[config.mk]
export PLATFORM = sky130hd
export DESIGN_NAME = conv_out_seq
export DESIGN_NICKNAME = d
export VERILOG_FILES = /design/src/rtl/cnn_ctrl_pkg.sv /design/src/rtl/wrap_cnt.sv /design/src/rtl/conv_out_seq.sv
export SDC_FILE = /design/constraint.sdc
export NUM_CORES = 1
export LEC_CHECK = 0
export BUFFER_PORTS_ARGS = -buffer_cell sky130_fd_sc_hd__buf_2
export CAP_MARGIN = 10
export CORE_ASPECT_RATIO = 1.4
export CORE_MARGIN = 2
export CORE_UTILIZATION = 60
export CTS_BUF_LIST = sky130_fd_sc_hd__clkbuf_4 sky130_fd_sc_hd__clkbuf_8
export CTS_CLUSTER_SIZE = 14
export DETAILED_ROUTE_END_ITERATION = 8
export GPL_ROUTABILITY_DRIVEN = 0
export GPL_TIMING_DRIVEN = 0
export PLACE_DENSITY_LB_ADDON = 0.1
export RECOVER_POWER = 100
export SKIP_CTS_REPAIR_TIMING = 1
export SLEW_MARGIN = 15
export SYNTH_ARGS = -nofsm -noshare
export SYNTH_HDL_FRONTEND = slang
export SYNTH_SLANG_ARGS = --single-unit
[constraint.sdc]
create_clock -name clk -period 4.11 [get_ports clk]
set_input_delay 0.822 -clock clk [delete_from_list [all_inputs] [get_ports clk]]
set_output_delay 0.822 -clock clk [all_outputs]
set_load 0.05 [all_outputs]
[src/rtl/cnn_ctrl_pkg.sv]
// rtl/cnn_ctrl_pkg.sv - shared FSM encoding and default geometry for the conv output sequencer
package cnn_ctrl_pkg;

    typedef enum logic [1:0] {
        ST_IDLE  = 2'd0,
        ST_ACCUM = 2'd1,
        ST_WRITE = 2'd2
    } seq_state_t;

    localparam int DEF_N_TAPS     = 25;
    localparam int DEF_PLANE_SIZE = 196;
    localparam int DEF_N_PLANES   = 6;
    localparam int DEF_AW         = 16;

endpackage

[src/rtl/wrap_cnt.sv]
// rtl/wrap_cnt.sv - terminal-count counter with enable, synchronous clear and terminal flag
module wrap_cnt #(
    parameter int W   = 8,
    parameter int MAX = 1
) (
    input  logic         clk,
    input  logic         rst_n,
    input  logic         clr,
    input  logic         en,
    output logic [W-1:0] cnt,
    output logic         at_max
);

    localparam logic [W-1:0] MAX_V = W'(MAX);

    assign at_max = (cnt == MAX_V);

    // count 0..MAX, wrapping to 0 on the enabled cycle at MAX; clear wins over enable
    always_ff @(posedge clk or negedge rst_n) begin
        if (!rst_n) begin
            cnt <= '0;
        end else if (clr) begin
            cnt <= '0;
        end else if (en) begin
            cnt <= at_max ? '0 : cnt + W'(1);
        end
    end

endmodule

[src/rtl/conv_out_seq.sv]
// rtl/conv_out_seq.sv - sequences MAC taps per neuron and writes neurons plane by plane
module conv_out_seq
    import cnn_ctrl_pkg::*;
#(
    parameter int N_TAPS     = DEF_N_TAPS,
    parameter int PLANE_SIZE = DEF_PLANE_SIZE,
    parameter int N_PLANES   = DEF_N_PLANES,
    parameter int AW         = DEF_AW
) (
    input  logic          clk,
    input  logic          rst_n,
    input  logic          start,
    input  logic          abort,
    input  logic          mac_valid,
    input  logic          wr_ready,
    output logic          mac_en,
    output logic          acc_clr,
    output logic          neuron_rdy,
    output logic          wr_en,
    output logic [AW-1:0] wr_addr,
    output logic          plane_rdy,
    output logic          busy,
    output logic          done
);

    localparam longint TOTAL_WORDS = longint'(N_PLANES) * longint'(PLANE_SIZE);
    localparam longint ADDR_SPAN   = longint'(1) << AW;
    localparam logic [AW-1:0] PLANE_STEP = AW'(PLANE_SIZE);

    // refuse to build a layer that cannot be addressed without wrapping
    generate
        if (TOTAL_WORDS > ADDR_SPAN || N_TAPS < 1 || N_TAPS > 255 ||
            PLANE_SIZE < 1 || PLANE_SIZE > 65535 || N_PLANES < 1 || N_PLANES > 255) begin : g_bad_cfg
            $error("conv_out_seq: illegal geometry for the given address width");
        end
    endgenerate

    seq_state_t    state, state_nxt;
    logic [7:0]    tap_cnt;
    logic [15:0]   pos_cnt;
    logic [7:0]    plane_cnt;
    logic          tap_at_max, pos_at_max, plane_at_max;
    logic [AW-1:0] plane_base;
    logic          tap_fire, last_tap, wr_fire, plane_end, final_wr;
    logic          unused_plane_cnt;

    assign tap_fire  = mac_en && mac_valid;
    assign last_tap  = tap_fire && tap_at_max;
    assign wr_fire   = wr_en && wr_ready;
    assign plane_end = wr_fire && pos_at_max;
    assign final_wr  = plane_end && plane_at_max;

    // plane index itself is only observed through its terminal flag
    assign unused_plane_cnt = ^plane_cnt;

    wrap_cnt #(.W(8), .MAX(N_TAPS - 1)) u_tap_cnt (
        .clk(clk), .rst_n(rst_n), .clr(abort), .en(tap_fire),
        .cnt(tap_cnt), .at_max(tap_at_max)
    );

    wrap_cnt #(.W(16), .MAX(PLANE_SIZE - 1)) u_pos_cnt (
        .clk(clk), .rst_n(rst_n), .clr(abort), .en(wr_fire),
        .cnt(pos_cnt), .at_max(pos_at_max)
    );

    wrap_cnt #(.W(8), .MAX(N_PLANES - 1)) u_plane_cnt (
        .clk(clk), .rst_n(rst_n), .clr(abort), .en(plane_end),
        .cnt(plane_cnt), .at_max(plane_at_max)
    );

    // state register
    always_ff @(posedge clk or negedge rst_n) begin
        if (!rst_n) begin
            state <= ST_IDLE;
        end else begin
            state <= state_nxt;
        end
    end

    // next-state: abort overrides everything, final accept returns to idle
    always_comb begin
        state_nxt = state;
        if (abort) begin
            state_nxt = ST_IDLE;
        end else begin
            case (state)
                ST_IDLE:  if (start)    state_nxt = ST_ACCUM;
                ST_ACCUM: if (last_tap) state_nxt = ST_WRITE;
                ST_WRITE: if (wr_fire)  state_nxt = final_wr ? ST_IDLE : ST_ACCUM;
                default:                state_nxt = ST_IDLE;
            endcase
        end
    end

    // state-decoded handshakes; acc_clr rides on the first tap of each neuron
    always_comb begin
        mac_en  = (state == ST_ACCUM);
        wr_en   = (state == ST_WRITE);
        busy    = (state != ST_IDLE);
        acc_clr = mac_en && mac_valid && (tap_cnt == '0);
    end

    // plane base advances by addition so no multiplier is needed for the address
    always_ff @(posedge clk or negedge rst_n) begin
        if (!rst_n) begin
            plane_base <= '0;
        end else if (abort || final_wr) begin
            plane_base <= '0;
        end else if (plane_end) begin
            plane_base <= plane_base + PLANE_STEP;
        end
    end

    // registered write address tracks plane_base + pos for the upcoming write
    always_ff @(posedge clk or negedge rst_n) begin
        if (!rst_n) begin
            wr_addr <= '0;
        end else if (abort) begin
            wr_addr <= '0;
        end else if (wr_fire) begin
            if (final_wr) begin
                wr_addr <= '0;
            end else if (pos_at_max) begin
                wr_addr <= plane_base + PLANE_STEP;
            end else begin
                wr_addr <= plane_base + AW'(pos_cnt) + AW'(1);
            end
        end
    end

    // one-cycle status pulses following the triggering event, suppressed by abort
    always_ff @(posedge clk or negedge rst_n) begin
        if (!rst_n) begin
            neuron_rdy <= 1'b0;
            plane_rdy  <= 1'b0;
            done       <= 1'b0;
        end else begin
            neuron_rdy <= last_tap && !abort;
            plane_rdy  <= plane_end && !abort;
            done       <= final_wr && !abort;
        end
    end

endmodule

Yosys cells after proc, flatten, opt, wreduce, memory -nomap -nowiden --
Index checks and enable logic that the tools add are counted.
Word-level totals: flip-flop bits (word level) 69, input bits 6, output and inout port bits 23, word-level logic and storage cells 63
Cells by class: add/sub/neg operators 6, equality and inequality tests 8, mux-type cells 21, reduce and logical (&&, ||, !) cells 19
Operators by type and width (number):
- $mux W16 | 9
- $mux W8 | 6
- $add A16 B1 Y16 const B | 2
- $add A16 B16 Y16 | 1
- $add A16 B8 Y16 const B | 1
- $add A8 B1 Y8 const B | 2
- $eq A16 B8 Y1 const B | 1
- $reduce_bool A2 Y1 | 5
- $logic_and A1 B1 Y1 | 9
- $eq A8 B3 Y1 const B | 1
- $eq A8 B5 Y1 const B | 1
- $logic_not A8 Y1 | 1
- $mux W2 | 4
- $ne A3 B2 Y1 const B | 2
- $pmux W2 S3 | 1
- $ne A3 B3 Y1 const B | 1
- $reduce_and A3 Y1 | 1
- $eq A2 B1 Y1 const B | 1
- $eq A2 B2 Y1 const B | 1
- $logic_not A2 Y1 | 1
- $logic_not A1 Y1 | 1
- $logic_or A1 B1 Y1 | 1
- $mux W1 | 1

Logic depth before layout (Yosys ltp) --
Gate-level depths: netlist of run 1.
word-level depth 8, mapped depth 8, depth with buffers taken out 7

Cells and area by module --
A second synthesis of run 1 with hierarchy kept.
Unflattened totals: cells, all modules 464, area total of the unflattened synthesis 4319.1 um^2
Modules (own cells, without submodules):
- conv_out_seq | times used 1, cells each 278, area an instance 2484.9 um^2, sequential area each 875.8 um^2
- wrap_cnt (u_pos_cnt) | times used 1, cells each 91, area an instance 920.9 um^2, sequential area each 400.4 um^2
- wrap_cnt (u_plane_cnt) | times used 1, cells each 48, area an instance 462.9 um^2, sequential area each 200.2 um^2
- wrap_cnt (u_tap_cnt) | times used 1, cells each 47, area an instance 450.4 um^2, sequential area each 200.2 um^2

Least setup slack after synthesis of run 1 --
No wires, ideal clock.
path type reg-to-output, start register state[1], end output port acc_clr, arrival time 2.912 ns, data required time 3.288 ns, path slack 0.376 ns, cell stages (with the launch flop) 4, path buffers 0, cell sequence dfrtp_1 -> nor2b_1 -> nand2_1 -> nor4_1
On the way: word-level cells in the longest chain between the ends 3
Ends and longest elaborated chain:
- start, declared | line conv_out_seq.sv:38 | seq_state_t state, state_nxt;
- start signal, assigned | line conv_out_seq.sv:76 | state <= state_nxt;
- $eq A2 B1 Y1 | line conv_out_seq.sv:97 | mac_en = (state == ST_ACCUM);
- via mac_en | line conv_out_seq.sv:16 | output logic mac_en,
- $logic_and A1 B1 Y1 (2 in a row) | line conv_out_seq.sv:100 | acc_clr = mac_en && mac_valid && (tap_cnt == '0);
- end, declared | line conv_out_seq.sv:17 | output logic acc_clr,
The timed path passes the listed nets, and every way through them passes these cells.

Final worst setup path of run 1 --
start register u_pos_cnt.cnt[0], end register u_pos_cnt.cnt[2]
On the way: word-level cells in the longest chain between the ends 4, elaborated cells between the ends (all ways) 5, classes of those cells add/sub (1); eq/ne (1); mux (3)
Ends and longest elaborated chain:
- start, declared | line wrap_cnt.sv:10 | output logic [W-1:0] cnt,
- start signal, assigned | line wrap_cnt.sv:25 | cnt <= at_max ? '0 : cnt + W'(1);
- $add A16 B1 Y16 or $eq A16 B8 Y1 (tied branches) | line wrap_cnt.sv:25, wrap_cnt.sv:16
- $mux W16 (*) | line wrap_cnt.sv:25
- $mux W16 (*) | line wrap_cnt.sv:24 | end else if (en) begin
- $mux W16 (*) | line wrap_cnt.sv:22 | end else if (clr) begin
Every way passes the cells marked *; elsewhere a longest branch is shown, timed or not. The select of a mux whose other input is x is not followed. A chain may end at the register's enable or synchronous reset.

==> flow_summary.json, run 1 <==
{
  "drtAntennaViolNets": 0,
  "finalCritPeriodShare": 0.778,
  "startpoint_type": "flip-flop",
  "drtIter0Drc": 205,
  "synthArstFlopShare": 1.00,
  "clkLatencyLatePin_ps": 350,
  "rsz0062_at_grt": "false",
  "nNetsFinal": 518,
  "setup_viol": 0,
  "p_per_area_nw_per_um2": 299,
  "startpoint": "u_pos_cnt.cnt[0]",
  "critPathKind": "reg -> reg",
  "worst_setup_path_end_kind": "flip-flop",
  "globalRouteMet2Util": 0.510,
  "cts_made_buffers": 9,
  "synth_cells": 452,
  "first_global_vias": 3536,
  "synth_ff_type": "dfrtp_1",
  "syn-cell-area_sq_um": 4080,
  "grt-ovfl-total": 0,
  "clock_sinks": 67,
  "vias": 3562,
  "initial_core_util": 0.621,
  "fin_skew_ps": 9.19,
  "wire_per_inst_um": 17.4,
  "synth_nets": 478,
  "crit_path_max_fanout": 10,
  "grt_usage": 0.286,
  "rrSetupSlack_ps": 910,
  "worst_pin_slew_ps": 1380,
  "synth_edf_count": 0,
  "ir_drop_v": 0.000184,
  "drtPass1Iterations": 5,
  "drive_gt1_frac": 0.0624,
  "grt.met3_usage": 0.0527,
  "io_buffer_count": 28,
  "grt_max_degree": 46,
  "fp-row-count": 35,
  "synth_cell_types": 61,
  "fin_ws_ps": 914,
  "tns_ps": 0,
  "h-tree-depth": 3,
  "die_h_um": 102,
  "yosys_warnings": 0,
  "fmax_mhz": 313,
  "slew_violations": 0,
  "use_met1": 0.333,
  "area_growth_pct": 10.8,
  "antenna_cells": 0,
  "die_w_um": 73.7,
  "busiest_layer": "met2",
  "syn_avg_cell_area_sq_um": 9.02,
  "routed_wl_um": 9930,
  "post_drt_via_cell_ratio": 6.24,
  "r2r-start": "u_pos_cnt.cnt[0]",
  "grt_pass1_wl_um": 16400,
  "max_slew_margin": 0.0782,
  "drc_errors": 0,
  "worstPathArrival_ps": 3410,
  "status": "completed",
  "ys_seq_area_frac": 0.411,
  "nFillCells": 548,
  "post-dp-hpwl_um": 7320,
  "final_core_util": 0.688,
  "post-place-ws_ps": 1290,
  "path_clk_slew_ps": 80,
  "cts_tree": "built",
  "p_total_uw": 1350,
  "worstPathRequired_ps": 4320,
  "root_buffer": "clkbuf_8",
  "core_sq_um": 6570,
  "hp-start": "wr_addr[4]",
  "synth-seq-cells": 67,
  "hold_viol_final": 0,
  "timing.final.crit_period_ps": 3200,
  "min_path_type": "reg -> reg",
  "die-area_sq_um": 7480,
  "io_pins": 29,
  "antenna_found_initial": 0,
  "leakagePower_uw": 0.00204,
  "cts_max_path_buffers": 2,
  "cap_violations": 0
}
==> sequential cells by signal, indices dropped and copies added (netlist names) <==
register,cells
plane_rdy,1
wr_addr,16
neuron_rdy,1
u_plane_cnt.cnt,8
u_tap_cnt.cnt,8
u_pos_cnt.cnt,16
done,1
plane_base,14
state,2
==> cell usage in the layout (no fill, tap or decap), types with 4 or more instances in the layout <==
cell,n
dfrtp_1,67
nand2_1,65
o21ai_0,43
clkbuf_1,39
nor2_1,32
a21oi_1,25
xor2_1,25
ha_1,20
nand3_1,19
xnor2_1,12
clkbuf_8,11
nand2b_1,10
a21o_1,10
o31ai_1,9
and3_1,8
nand4_1,7
inv_1,6
and4_1,5
a31oi_1,5
and2_1,5
or2_2,4
nor2b_1,4
nor4_1,4
nor3_1,4
==> final cells by class <==
class,count,area [sq um],area share
tap,74,92.6,0.0205
multi-input combinational,364,2300,0.508
timing repair buffer,29,136,0.0302
buffer,15,60.1,0.0133
sequential,67,1680,0.371
clock inverter,5,85.1,0.0188
inverter,6,22.5,0.00498
clock buffer,11,151,0.0335
==> synth_stat cells (all sizes together), types with 4 or more instances <==
library cell	instances	share of area
dfrtp	67	0.41
nand2	65	0.060
o21ai	44	0.054
nor2	32	0.029
a21oi	25	0.031
xor2	25	0.054
ha	20	0.061
nand3	20	0.026
xnor2	12	0.026
a21o	10	0.018
nand2b	10	0.015
o31ai	10	0.020
and3	8	0.012
buf	8	0.010
clkbuf	7	0.0064
nand4	7	0.011
inv	6	0.0055
a31oi	5	0.0077
and2	5	0.0077
and4	5	0.011
nor4	5	0.013
nor2b	4	0.0061
nor3	4	0.0049
or2	4	0.0061
==> power by group <==
| group | switching, uW | total (uW) | internal, uW |
|---|---|---|---|
| clock network | 259 | 636 | 377 |
| registers | 2.00 | 662 | 660 |
| logic | 42.2 | 55.6 | 13.4 |
==> per-layer routing <==
| metal | share of wire | vias up |
|---|---|---|
| met5 | 0 | - |
| met4 | 0.024 | 0 |
| met3 | 0.032 | 22 |
| met2 | 0.52 | 84 |
| met1 | 0.42 | 1729 |
| li1 | - | 1727 |
==> critical path, cell delays in order, from the launching register on <==
cell	delay, ps
dfrtp_1	490
ha_1	370
or3b_1	450
nor4_4	570
a21o_1	180
clkbuf_1	460
clkbuf_1	440
nor2_1	100
==> final timing paths <==
path / endpoint / depth (start not counted)
min reg2reg: wr_addr[4] / 2
max reg2reg: u_pos_cnt.cnt[2] / 7
min: wr_addr[4] / 2
max: u_pos_cnt.cnt[2] / 7
min in group asynchronous: u_pos_cnt.cnt[14] / 1
max in group asynchronous: plane_base[6] / 2
==> through the flow <==
stage / hold WS [ps] / cells / instance area (sq um)
3_5_place_dp: 469 / 555 / 4340
4_1_cts: 371 / 571 / 4580
5_1_grt: 514 / 571 / 4520
6_report: 487 / 571 / 4520
2_1_floorplan: 450 / 452 / 4080
3_3_place_gp: 464 / 554 / 4310
==> kinds of logic after synthesis <==
group | share of synthesized area
compound gates | 0.197
mux | 0.00276
buf+inv | 0.0221
xor+xnor | 0.0794
flops | 0.411
fa+ha+maj | 0.0613
simple gates | 0.227
No activity file was read; power rests on OpenSTA's default activity.
==> inputs of run 2 (changes only) <==
--- a/config.mk
+++ b/config.mk
@@ -5,6 +5,7 @@
 export SDC_FILE = /design/constraint.sdc
 export NUM_CORES = 1
 export LEC_CHECK = 0
+export ABC_AREA = 1
 export BUFFER_PORTS_ARGS = -buffer_cell sky130_fd_sc_hd__buf_2
 export CAP_MARGIN = 10
 export CORE_ASPECT_RATIO = 1.4
==> constraint.sdc (replaced) <==
create_clock -name clk -period 3 [get_ports clk]
set_input_delay 0.6 -clock clk [delete_from_list [all_inputs] [get_ports clk]]
set_output_delay 0.6 -clock clk [all_outputs]
set_load 0.05 [all_outputs]
==> flow_summary.json, run 2 <==
{
  "status": "finished with violations",
  "violations": "max-capacitance violations, max-slew violations",
  "holdWs_ps": 480,
  "fmax_mhz": 409,
  "synth_top_area_share": 0.364,
  "path_clk_slew_ps": 70,
  "critPathKind": "reg -> reg",
  "timing.final.crit_period_ps": 2450,
  "startpoint_type": "flip-flop",
  "worst_setup_path_end_kind": "flip-flop",
  "initial_core_util": 0.621,
  "synthMostInstantiatedCell": "nand2_1",
  "grt_pass1_wl_um": 19500,
  "final-instance-count-excl-fill": 793,
  "fin_skew_ps": 10.5,
  "core_sq_um": 7410,
  "cts_max_path_buffers": 2,
  "drtPass1Iterations": 5,
  "crit_chain": "ha_1 -> nand2_1 -> nor2_1 -> nand2_4 -> nand2_1 -> nand2_1 -> inv_1 -> clkbuf_2 -> o21ai_0",
  "antenna_cells": 0,
  "tns_ps": 0,
  "drc_errors": 0,
  "grt_max_degree": 36,
  "first_global_vias": 4259,
  "drive_gt1_frac": 0.0632,
  "die_w_um": 78.0,
  "crit_family": "simple AND/OR/NAND/NOR gates",
  "ys_seq_area_frac": 0.364,
  "final_common_cell": "nand2_1",
  "die-area_sq_um": 8400,
  "rrSetupSlack_ps": 550,
  "yosys-top-cells-area": "dfrtp_1, nand2_1, inv_1",
  "root_buffer": "clkbuf_8",
  "synth_adder_area_share": 0.0544,
  "area_growth_pct": 7.99,
  "synth-seq-cells": 67,
  "synthArstFlopShare": 1.00,
  "die_h_um": 108,
  "ir_drop_v": 0.000251,
  "critPathSlowestCell": "dfrtp_1",
  "fp-row-count": 37,
  "synthXorXnorAreaFrac": 0.0438,
  "leakagePower_uw": 0.00251,
  "muxShareOfSynthArea": 0,
  "synthSimpleGateAreaFrac": 0.341,
  "critPathMaxStageDelay_ps": 440,
  "nFillCells": 687,
  "cts_made_buffers": 9,
  "max_slew_margin": -0.243,
  "reg_top3": "u_pos_cnt.cnt x16, wr_addr x16, plane_base x14",
  "synth_area_leader_cell": "dfrtp_1",
  "yosys_warnings": 0,
  "grt_usage": 0.298,
  "synth_ff_type": "dfrtp_1",
  "worstPathRequired_ps": 3220,
  "min_path_type": "reg -> reg",
  "vias": 4373,
  "clock_sinks": 67,
  "antenna_found_initial": 0,
  "post_drt_via_cell_ratio": 5.51,
  "clkLatencyLatePin_ps": 350,
  "crit_path_max_fanout": 10,
  "routed_wl_um": 11600,
  "post-dp-hpwl_um": 8900,
  "final_cell_mix": "nand2_1, inv_1, nor2_1",
  "wire_per_inst_um": 14.6,
  "synth_cells": 651,
  "syn_avg_cell_area_sq_um": 7.07,
  "nNetsFinal": 717,
  "hold_viol_final": 0,
  "drtAntennaViolNets": 0,
  "p_per_area_nw_per_um2": 386,
  "placed_cells": 777,
  "drtIter0Drc": 300,
  "io_pins": 29,
  "io_buffer_count": 28,
  "cp_num_buf_inv": 2,
  "final_core_util": 0.671,
  "synth_cell_types": 34,
  "finalCritPeriodShare": 0.816,
  "h-tree-depth": 3,
  "cp_common_cell": "nand2_1",
  "ys_top_cells_by_count": "nand2_1, inv_1, dfrtp_1, nor2_1, nand3_1",
  "synth_compound_area_frac": 0.106,
  "slew_violations": 33,
  "synth_nets": 677,
  "worst_pin_slew_ps": 1860,
  "rsz0062_at_grt": "false",
  "synth_top_family_by_area": "simple AND/OR/NAND/NOR gates",
  "grt-ovfl-total": 0,
  "worstPathArrival_ps": 2670,
  "syn-cell-area_sq_um": 4600,
  "cts_tree": "built",
  "synth_edf_count": 0,
  "setup_viol": 0,
  "cap_violations": 1
}
run 2: changes by cell type after synthesis, moves of 10 or more:
| cell | previous run | this run |
|---|---|---|
| nand3_1 | 19 | 47 |
| nor2_1 | 32 | 67 |
| nand2b_1 | 10 | 0 |
| inv_1 | 6 | 85 |
| nand2_1 | 65 | 196 |
| a21o_1 | 10 | 0 |
run 2: worst reg2reg max path, delay by kind of cell, from the launching register on:
| family | cells | cell delay [ps] |
|---|---|---|
| compound gates | 1 | 130 |
| buf+inv | 2 | 680 |
| flops | 1 | 440 |
| fa+ha+maj | 1 | 320 |
| simple gates | 5 | 730 |
run 2: cell families after synthesis:
| family | count (synthesis) |
|---|---|
| adder cells (fa/ha/maj) | 20 |
| AO/OA/AOI/OAI | 81 |
| flip-flops | 67 |
| buffers and inverters | 101 |
| AND/OR/NAND/NOR | 359 |
| XOR/XNOR | 23 |
run 2: routing by layer:
layer  track usage  vias up  part of all wire
met2         0.517      121              0.51
met1         0.356     2057              0.41
met3        0.0445       22             0.050
met5             0        -                 0
met4         0.152        0             0.032
li1              -     2173                 -
run 2: layout make-up:
class / instances / area (sq um) / area share
multi-input cells: 483 / 2440 / 0.490
inverters: 92 / 349 / 0.0702
clock buffers: 10 / 138 / 0.0277
flip-flops and latches: 67 / 1680 / 0.337
repair buffers: 29 / 130 / 0.0262
clock inverters: 6 / 71.3 / 0.0143
well taps: 97 / 121 / 0.0244
plain buffers: 9 / 47.5 / 0.00956
run 2: power breakdown:
group          internal, uW  switching, uW  leakage [uW]
clock network           413            378     0.0000995
registers               915           19.0      0.000931
logic                  48.5            144       0.00148
total                  1380            541       0.00251
run 2: final timing paths:
path	startpoint	end	cells after the start
setup / recovery	u_pos_cnt.cnt[0]	plane_base[13]	9
hold / removal	wr_addr[1]	wr_addr[1]	2
setup reg to reg	u_pos_cnt.cnt[0]	plane_base[13]	9
hold reg to reg	wr_addr[1]	wr_addr[1]	2
max in group asynchronous	rst_n	wr_addr[6]	1
min in group asynchronous	rst_n	u_tap_cnt.cnt[7]	1
run 2: stage by stage:
stage                     power [uW]  cell area [sq um]  setup WS (ps)
after detailed placement        1150               4890           1020
after CTS                       1950               5100            729
after global routing            1990               4970            323
after floorplan                 1080               4610            320
final                           1920               4970            553
after global placement          1150               4870           1030
